--- config.mk ---
export PLATFORM = sky130hd
export DESIGN_NAME = linear_tile_scheduler
export DESIGN_NICKNAME = d
export VERILOG_FILES = /design/src/rtl/linear_tile_scheduler_pkg.sv /design/src/rtl/lts_addr_gen.sv /design/src/rtl/linear_tile_scheduler.sv
export SDC_FILE = /design/constraint.sdc
export NUM_CORES = 1
export LEC_CHECK = 0
export BUFFER_PORTS_ARGS = -buffer_cell sky130_fd_sc_hd__buf_2
export CAP_MARGIN = 20
export CELL_PAD_IN_SITES_DETAIL_PLACEMENT = 0
export CELL_PAD_IN_SITES_GLOBAL_PLACEMENT = 1
export CORE_AREA = 10 10 682 684
export DETAILED_ROUTE_END_ITERATION = 6
export DIE_AREA = 0 0 692 694
export PLACE_DENSITY = 0.35
export SYNTH_ARGS = -nofsm -noshare
export SYNTH_HDL_FRONTEND = slang
export SYNTH_HIERARCHICAL = 1
export SYNTH_SLANG_ARGS = --single-unit
--- constraint.sdc ---
create_clock -name clk -period 3.7 [get_ports clk]
set_input_delay 0.555 -clock clk [delete_from_list [all_inputs] [get_ports clk]]
set_output_delay 0.555 -clock clk [all_outputs]
set_load 0.01 [all_outputs]
--- src/rtl/linear_tile_scheduler_pkg.sv ---
// Shared constants and FSM encoding for the linear tile scheduler.
package linear_tile_scheduler_pkg;

    localparam int unsigned DATA_WIDTH = 16;
    localparam int unsigned LANES      = 16;
    localparam int unsigned ADDR_W     = 16;
    localparam int unsigned LEN_W      = 16;
    localparam int unsigned ROW_W      = LANES * DATA_WIDTH;

    // 1.0 in Q3.12
    localparam logic [DATA_WIDTH-1:0] ONE = 16'd4096;

    typedef enum logic [2:0] {
        StIdle,
        StStart,
        StStream,
        StDrain,
        StWrite,
        StDone
    } lts_state_e;

endpackage

--- src/rtl/lts_addr_gen.sv ---
// Issue/tile counters and x/W/bias/y address generation for the tile scheduler.
module lts_addr_gen
    import linear_tile_scheduler_pkg::*;
#(
    parameter int unsigned TILE_W = 8
) (
    input  logic              clk,
    input  logic              reset,
    input  logic              load,
    input  logic              next_tile,
    input  logic              issue_inc,
    input  logic [LEN_W-1:0]  cmd_in_len,
    input  logic [TILE_W-1:0] cmd_out_tiles,
    input  logic [ADDR_W-1:0] cmd_x_base,
    input  logic [ADDR_W-1:0] cmd_w_base,
    input  logic [ADDR_W-1:0] cmd_b_base,
    input  logic [ADDR_W-1:0] cmd_y_base,
    output logic [LEN_W-1:0]  len,
    output logic [ADDR_W-1:0] x_addr,
    output logic [ADDR_W-1:0] w_addr,
    output logic [ADDR_W-1:0] b_addr,
    output logic [ADDR_W-1:0] y_addr,
    output logic              issue_done,
    output logic              last_tile
);

    logic [LEN_W-1:0]  len_q;
    logic [TILE_W-1:0] out_tiles_q;
    logic [ADDR_W-1:0] x_base_q, w_base_q, b_base_q, y_base_q;
    logic [LEN_W-1:0]  issue_q;
    logic [TILE_W-1:0] tile_q;
    logic [ADDR_W-1:0] row_off_q;  // tile * in_len, built by repeated addition

    // Command latch plus issue/tile/row-offset counters
    always_ff @(posedge clk) begin
        if (reset) begin
            len_q       <= '0;
            out_tiles_q <= '0;
            x_base_q    <= '0;
            w_base_q    <= '0;
            b_base_q    <= '0;
            y_base_q    <= '0;
            issue_q     <= '0;
            tile_q      <= '0;
            row_off_q   <= '0;
        end else if (load) begin
            len_q       <= cmd_in_len;
            out_tiles_q <= cmd_out_tiles;
            x_base_q    <= cmd_x_base;
            w_base_q    <= cmd_w_base;
            b_base_q    <= cmd_b_base;
            y_base_q    <= cmd_y_base;
            issue_q     <= '0;
            tile_q      <= '0;
            row_off_q   <= '0;
        end else if (next_tile) begin
            issue_q   <= '0;
            tile_q    <= tile_q + TILE_W'(1);
            row_off_q <= row_off_q + ADDR_W'(len_q);
        end else if (issue_inc) begin
            issue_q <= issue_q + LEN_W'(1);
        end
    end

    // Address arithmetic wraps modulo 2^ADDR_W
    always_comb begin
        len        = len_q;
        x_addr     = x_base_q + ADDR_W'(issue_q);
        w_addr     = w_base_q + row_off_q + ADDR_W'(issue_q);
        b_addr     = b_base_q + ADDR_W'(tile_q);
        y_addr     = y_base_q + ADDR_W'(tile_q);
        issue_done = (issue_q == len_q);
        last_tile  = (tile_q == out_tiles_q - TILE_W'(1));
    end

endmodule

--- src/rtl/linear_tile_scheduler.sv ---
// Sequences the 16-lane linear engine over out_tiles output tiles of y = W*x + b.
module linear_tile_scheduler
    import linear_tile_scheduler_pkg::*;
#(
    parameter int unsigned TILE_W = 8
) (
    input  logic                  clk,
    input  logic                  reset,
    input  logic                  cmd_start,
    input  logic [LEN_W-1:0]      cmd_in_len,
    input  logic [TILE_W-1:0]     cmd_out_tiles,
    input  logic [ADDR_W-1:0]     cmd_x_base,
    input  logic [ADDR_W-1:0]     cmd_w_base,
    input  logic [ADDR_W-1:0]     cmd_b_base,
    input  logic [ADDR_W-1:0]     cmd_y_base,
    output logic                  busy,
    output logic                  done,
    output logic                  err,
    input  logic                  rd_stall,
    output logic                  x_rd_en,
    output logic [ADDR_W-1:0]     x_rd_addr,
    input  logic [DATA_WIDTH-1:0] x_rd_data,
    output logic                  w_rd_en,
    output logic [ADDR_W-1:0]     w_rd_addr,
    input  logic [ROW_W-1:0]      w_rd_data,
    output logic                  b_rd_en,
    output logic [ADDR_W-1:0]     b_rd_addr,
    input  logic [ROW_W-1:0]      b_rd_data,
    output logic                  ll_start,
    output logic                  ll_en,
    output logic [LEN_W-1:0]      ll_len,
    output logic [DATA_WIDTH-1:0] ll_x_val,
    output logic [ROW_W-1:0]      ll_w_row,
    output logic [ROW_W-1:0]      ll_bias,
    input  logic                  ll_done,
    input  logic [ROW_W-1:0]      ll_y,
    output logic                  y_wr_en,
    output logic [ADDR_W-1:0]     y_wr_addr,
    output logic [ROW_W-1:0]      y_wr_data
);

    lts_state_e        state_q, state_d;
    logic              err_q;
    logic              ll_en_q;
    logic              bias_pend_q;
    logic [ROW_W-1:0]  bias_q;
    logic [ROW_W-1:0]  y_q;

    logic              accept, cmd_zero;
    logic              rd_fire, next_tile;
    logic              issue_done, last_tile;
    logic [ADDR_W-1:0] x_addr, w_addr, b_addr, y_addr;

    assign accept   = (state_q == StIdle) && cmd_start;
    assign cmd_zero = (cmd_in_len == '0) || (cmd_out_tiles == '0);

    lts_addr_gen #(
        .TILE_W (TILE_W)
    ) u_addr_gen (
        .clk           (clk),
        .reset         (reset),
        .load          (accept),
        .next_tile     (next_tile),
        .issue_inc     (rd_fire),
        .cmd_in_len    (cmd_in_len),
        .cmd_out_tiles (cmd_out_tiles),
        .cmd_x_base    (cmd_x_base),
        .cmd_w_base    (cmd_w_base),
        .cmd_b_base    (cmd_b_base),
        .cmd_y_base    (cmd_y_base),
        .len           (ll_len),
        .x_addr        (x_addr),
        .w_addr        (w_addr),
        .b_addr        (b_addr),
        .y_addr        (y_addr),
        .issue_done    (issue_done),
        .last_tile     (last_tile)
    );

    // State register and datapath registers (en delay, bias latch, result capture)
    always_ff @(posedge clk) begin
        if (reset) begin
            state_q     <= StIdle;
            err_q       <= 1'b0;
            ll_en_q     <= 1'b0;
            bias_pend_q <= 1'b0;
            bias_q      <= '0;
            y_q         <= '0;
        end else begin
            state_q     <= state_d;
            ll_en_q     <= rd_fire;
            bias_pend_q <= (state_q == StStart);
            if (accept) begin
                err_q <= cmd_zero;
            end
            if (bias_pend_q) begin
                bias_q <= b_rd_data;
            end
            if (ll_done && (state_q == StStream || state_q == StDrain)) begin
                y_q <= ll_y;
            end
        end
    end

    // Next-state logic and read issue
    always_comb begin
        state_d   = state_q;
        rd_fire   = 1'b0;
        next_tile = 1'b0;
        unique case (state_q)
            StIdle: begin
                if (cmd_start) begin
                    state_d = cmd_zero ? StDone : StStart;
                end
            end
            StStart: begin
                rd_fire = !rd_stall;
                state_d = StStream;
            end
            StStream: begin
                if (ll_done) begin
                    state_d = StWrite;
                end else if (issue_done) begin
                    state_d = StDrain;
                end else begin
                    rd_fire = !rd_stall;
                end
            end
            StDrain: begin
                if (ll_done) begin
                    state_d = StWrite;
                end
            end
            StWrite: begin
                if (last_tile) begin
                    state_d = StDone;
                end else begin
                    next_tile = 1'b1;
                    state_d   = StStart;
                end
            end
            StDone: begin
                state_d = StIdle;
            end
            default: begin
                state_d = StIdle;
            end
        endcase
    end

    // Outputs decoded from state; addresses forced to zero when not strobed
    always_comb begin
        busy      = (state_q == StStart) || (state_q == StStream) ||
                    (state_q == StDrain) || (state_q == StWrite);
        done      = (state_q == StDone);
        err       = (state_q == StDone) && err_q;
        x_rd_en   = rd_fire;
        w_rd_en   = rd_fire;
        x_rd_addr = rd_fire ? x_addr : '0;
        w_rd_addr = rd_fire ? w_addr : '0;
        b_rd_en   = (state_q == StStart);
        b_rd_addr = b_rd_en ? b_addr : '0;
        ll_start  = (state_q == StStart);
        ll_en     = ll_en_q;
        ll_x_val  = x_rd_data;
        ll_w_row  = w_rd_data;
        ll_bias   = bias_q;
        y_wr_en   = (state_q == StWrite);
        y_wr_addr = y_wr_en ? y_addr : '0;
        y_wr_data = y_q;
    end

endmodule

==> impl_metrics.ini <==
[status]
status = finished, violations left
violations = setup timing

[grt]
use_met3_pct = 6.003
grt_use_met2_pct = 16.36
grt_pass1_wl_mm = 336.9
grt_pass1_vias = 30580
grt_start_max_net_pins = 129
grt-ovfl-total = 0
grt_util_met1_pct = 12.71
busiest_layer = met2
antenna_found_initial = 145
grt_usage_pct = 10.53

[worst_setup_path]
crit_required_ns = 3.14
start_kind = register
path_class = reg2out
crit_path_max_fanout = 2
cp-end-kind = output port
crit_chain = fa_1, ha_2, fa_2, a211oi_2, buf_4, o21ai_4, a31oi_4, nor2_4, o21a_1, nor2_2, xnor2_1, and2_1, buf_6
path_buf_inv = 2
crit_family = adder cells
crit_slowest_cell = fa_1
max_stage_delay_ns = 0.47
arrival_ns = 3.63

[timing]
slew_violations = 0
min_period_ns = 4.188
max_clock_freq_ghz = 0.2388
finalHoldViolCount = 0
worstMarginPinSlew_ns = 0.8903
whs_ns = 0.09664
finalClockSkew_ns = 0.05485
report.final.setup_viol = 20
fin_crit_sh_pct = 113.2
setup_slack_ns = -0.4881
rsz0062_at_grt = yes
slew_headroom_pct = 40.65

[clock_network]
tritoncts = done
cts.sink_count = 646
clk_pin_slew_ns = 0.05
clockBufferDepth = 4
cts_buffers = 97
cts-root-buf = clkbuf_16
htree_levels = 3
clock_latency_ns = 0.84

[final_layout]
layout.nets = 5711
drive_gt1_share_pct = 34.80
area_growth_pct = 74.39

[route]
drt_wl_total_mm = 266.7
num_vias = 29810
postRouteAntennaNets = 0
drc = 0
drt-pass1-iter-count = 6
wl_per_cell_um = 24.66
drt_iter0_drc = 2042
vias_per_cell = 2.756

[logic_synthesis]
synth_top_area_share_pct = 44.86
syn_nets = 4182
ys_top_cells_by_count = 646 x dfxtp_1, 557 x nand2_1, 412 x nor2_1, 351 x mux2i_1, 299 x a21oi_1
synth_cell_types = 68
netlist_top_cells_area = dfxtp_1 45%, mux2i_1 12%, nand2_1 7.3%
syn_inst = 3222
yosys_warnings = 6
syn_avg_cell_area_sq_um = 8.948
ys_seq_area_share_pct = 44.86
async_flop_share_pct = 0
yosysTopAreaCell = dfxtp_1
synth_edf_count = 0
synth_most_common_cell = dfxtp_1
synth_ff_type = dfxtp_1
synth_area_sq_um = 28830
synth-seq-cells = 646

[placement]
pre_cts_ws_ns = -0.2211
port_buffers = 1205
place.gp.congestion = 0.8911
dp_hpwl_mm = 230.6

[power_and_ir_drop]
irDropWorstVdd_v = 0.0003288
power_density_nw_per_um2 = 399.5
power.total_mw = 20.08
power_leakage_nw = 20.14

[flow_run]
cap_violations = 0

[floorplan]
io_pins = 1750
core_region_area_sq_um = 451200
die_w_um = 692
start_util_pct = 6.389
dieArea_sq_um = 480200
num_rows = 247
die_h_um = 694

[hold_path]
hold_class = in2reg
kinds of logic (layout without fill, tap and decap cells):
kind of cell / count (synthesis) / in the layout / share of synthesized area (%)
flip-flops: 646 / 646 / 44.86
AND/OR/NAND/NOR: 1134 / 1134 / 16.29
other: 0 / 19 / 0
XOR/XNOR: 105 / 105 / 3.190
adder cells (fa/ha/maj): 83 / 83 / 4.123
multiplexers: 351 / 351 / 12.19
AO/OA/AOI/OAI: 433 / 433 / 8.641
buffers and inverters: 470 / 2070 / 10.71
worst register-to-register path, stage by stage (launching register included):
cell	delay (ns)
dfxtp_2	0.32
buf_6	0.13
buf_4	0.13
xnor2_1	0.12
nand4_1	0.14
nor4_4	0.06
buf_4	0.14
nor2_2	0.14
a31oi_4	0.12
nor3_4	0.23
buf_4	0.15
buf_4	0.13
and3_1	0.19
and3_1	0.23
nand4_1	0.26
or3_1	0.42
a21oi_1	0.15
layer usage:
| layer | wire (um) | vias up |
|---|---|---|
| li1 | - | 13520 |
| met1 | 110600 | 14280 |
| met2 | 115600 | 1603 |
| met3 | 34510 | 390 |
| met4 | 5455 | 28 |
| met5 | 508 | - |
where the power goes:
| part | total (mW) | switching (mW) | internal, mW |
|---|---|---|---|
| sequential | 7.49 | 0.249 | 7.24 |
| combinational | 3.15 | 1.79 | 1.36 |
| clock | 9.44 | 3.91 | 5.54 |
| total | 20.1 | 5.94 | 14.1 |
layout make-up:
class	count	area [sq um]
multi-input combinational	2106	13700
tap	5976	7477
antenna	19	47.55
clock inverter	34	367.9
fill	52390	400900
sequential	646	13000
timing repair buffer	1882	12880
inverter	18	67.56
clock buffer	136	2734
through the flow:
stage          setup TNS (ns)  cell area, sq um  utilization [%]  instances
5_1_grt                -10.25             50230            11.13      10800
3_3_place_gp          -0.8726             40290            8.929      10050
3_5_place_dp          -0.3926             40290            8.929      10050
2_1_floorplan               0             28830                -       3222
6_report               -3.971             50270            11.14      10820
4_1_cts                -10.26             49800            11.04      10790
cell usage in the layout (no fill, tap or decap), types with 17 or more instances in the layout:
| master | n |
|---|---|
| buf_2 | 1183 |
| dfxtp_1 | 616 |
| nand2_1 | 550 |
| dlygate4sd3_1 | 532 |
| nor2_1 | 402 |
| mux2i_1 | 351 |
| a21oi_1 | 286 |
| buf_4 | 116 |
| clkbuf_16 | 97 |
| and2_1 | 56 |
| xnor2_1 | 46 |
| ha_1 | 46 |
| xor2_1 | 36 |
| buf_6 | 30 |
| o21ai_0 | 25 |
| clkbuf_1 | 23 |
| a21o_1 | 22 |
| diode_2 | 19 |
| clkinv_2 | 18 |
| buf_12 | 18 |
| nand4_1 | 18 |
| dfxtp_2 | 18 |
| inv_1 | 17 |
path summary, 6_finish.rpt:
path,from,end,slack [ns],cells past startpoint
min reg2reg,y_wr_data[179]$_SDFFE_PP0P_,y_wr_data[179]$_SDFFE_PP0P_,0.45,2
max reg2reg,u_addr_gen/issue_q[0]$_SDFFE_PP0P_,u_addr_gen/issue_q[14]$_SDFFE_PP0P_,0.57,16
min,b_rd_data[66],ll_bias[66]$_SDFFE_PP0P_,0.1,3
max,u_addr_gen/w_base_q[1]$_SDFFE_PP0P_,w_rd_addr[15],-0.49,13
timing repair:
action	4_1_cts	5_1_grt
gates cloned	2	0
gates resized for setup	166	85
setup buffers	40	14
setup endpoints to repair	54	53
pin swaps	89	58
hold endpoints to repair	532	0
hold buffers	532	0
No activity file was read; power rests on OpenSTA's default activity.
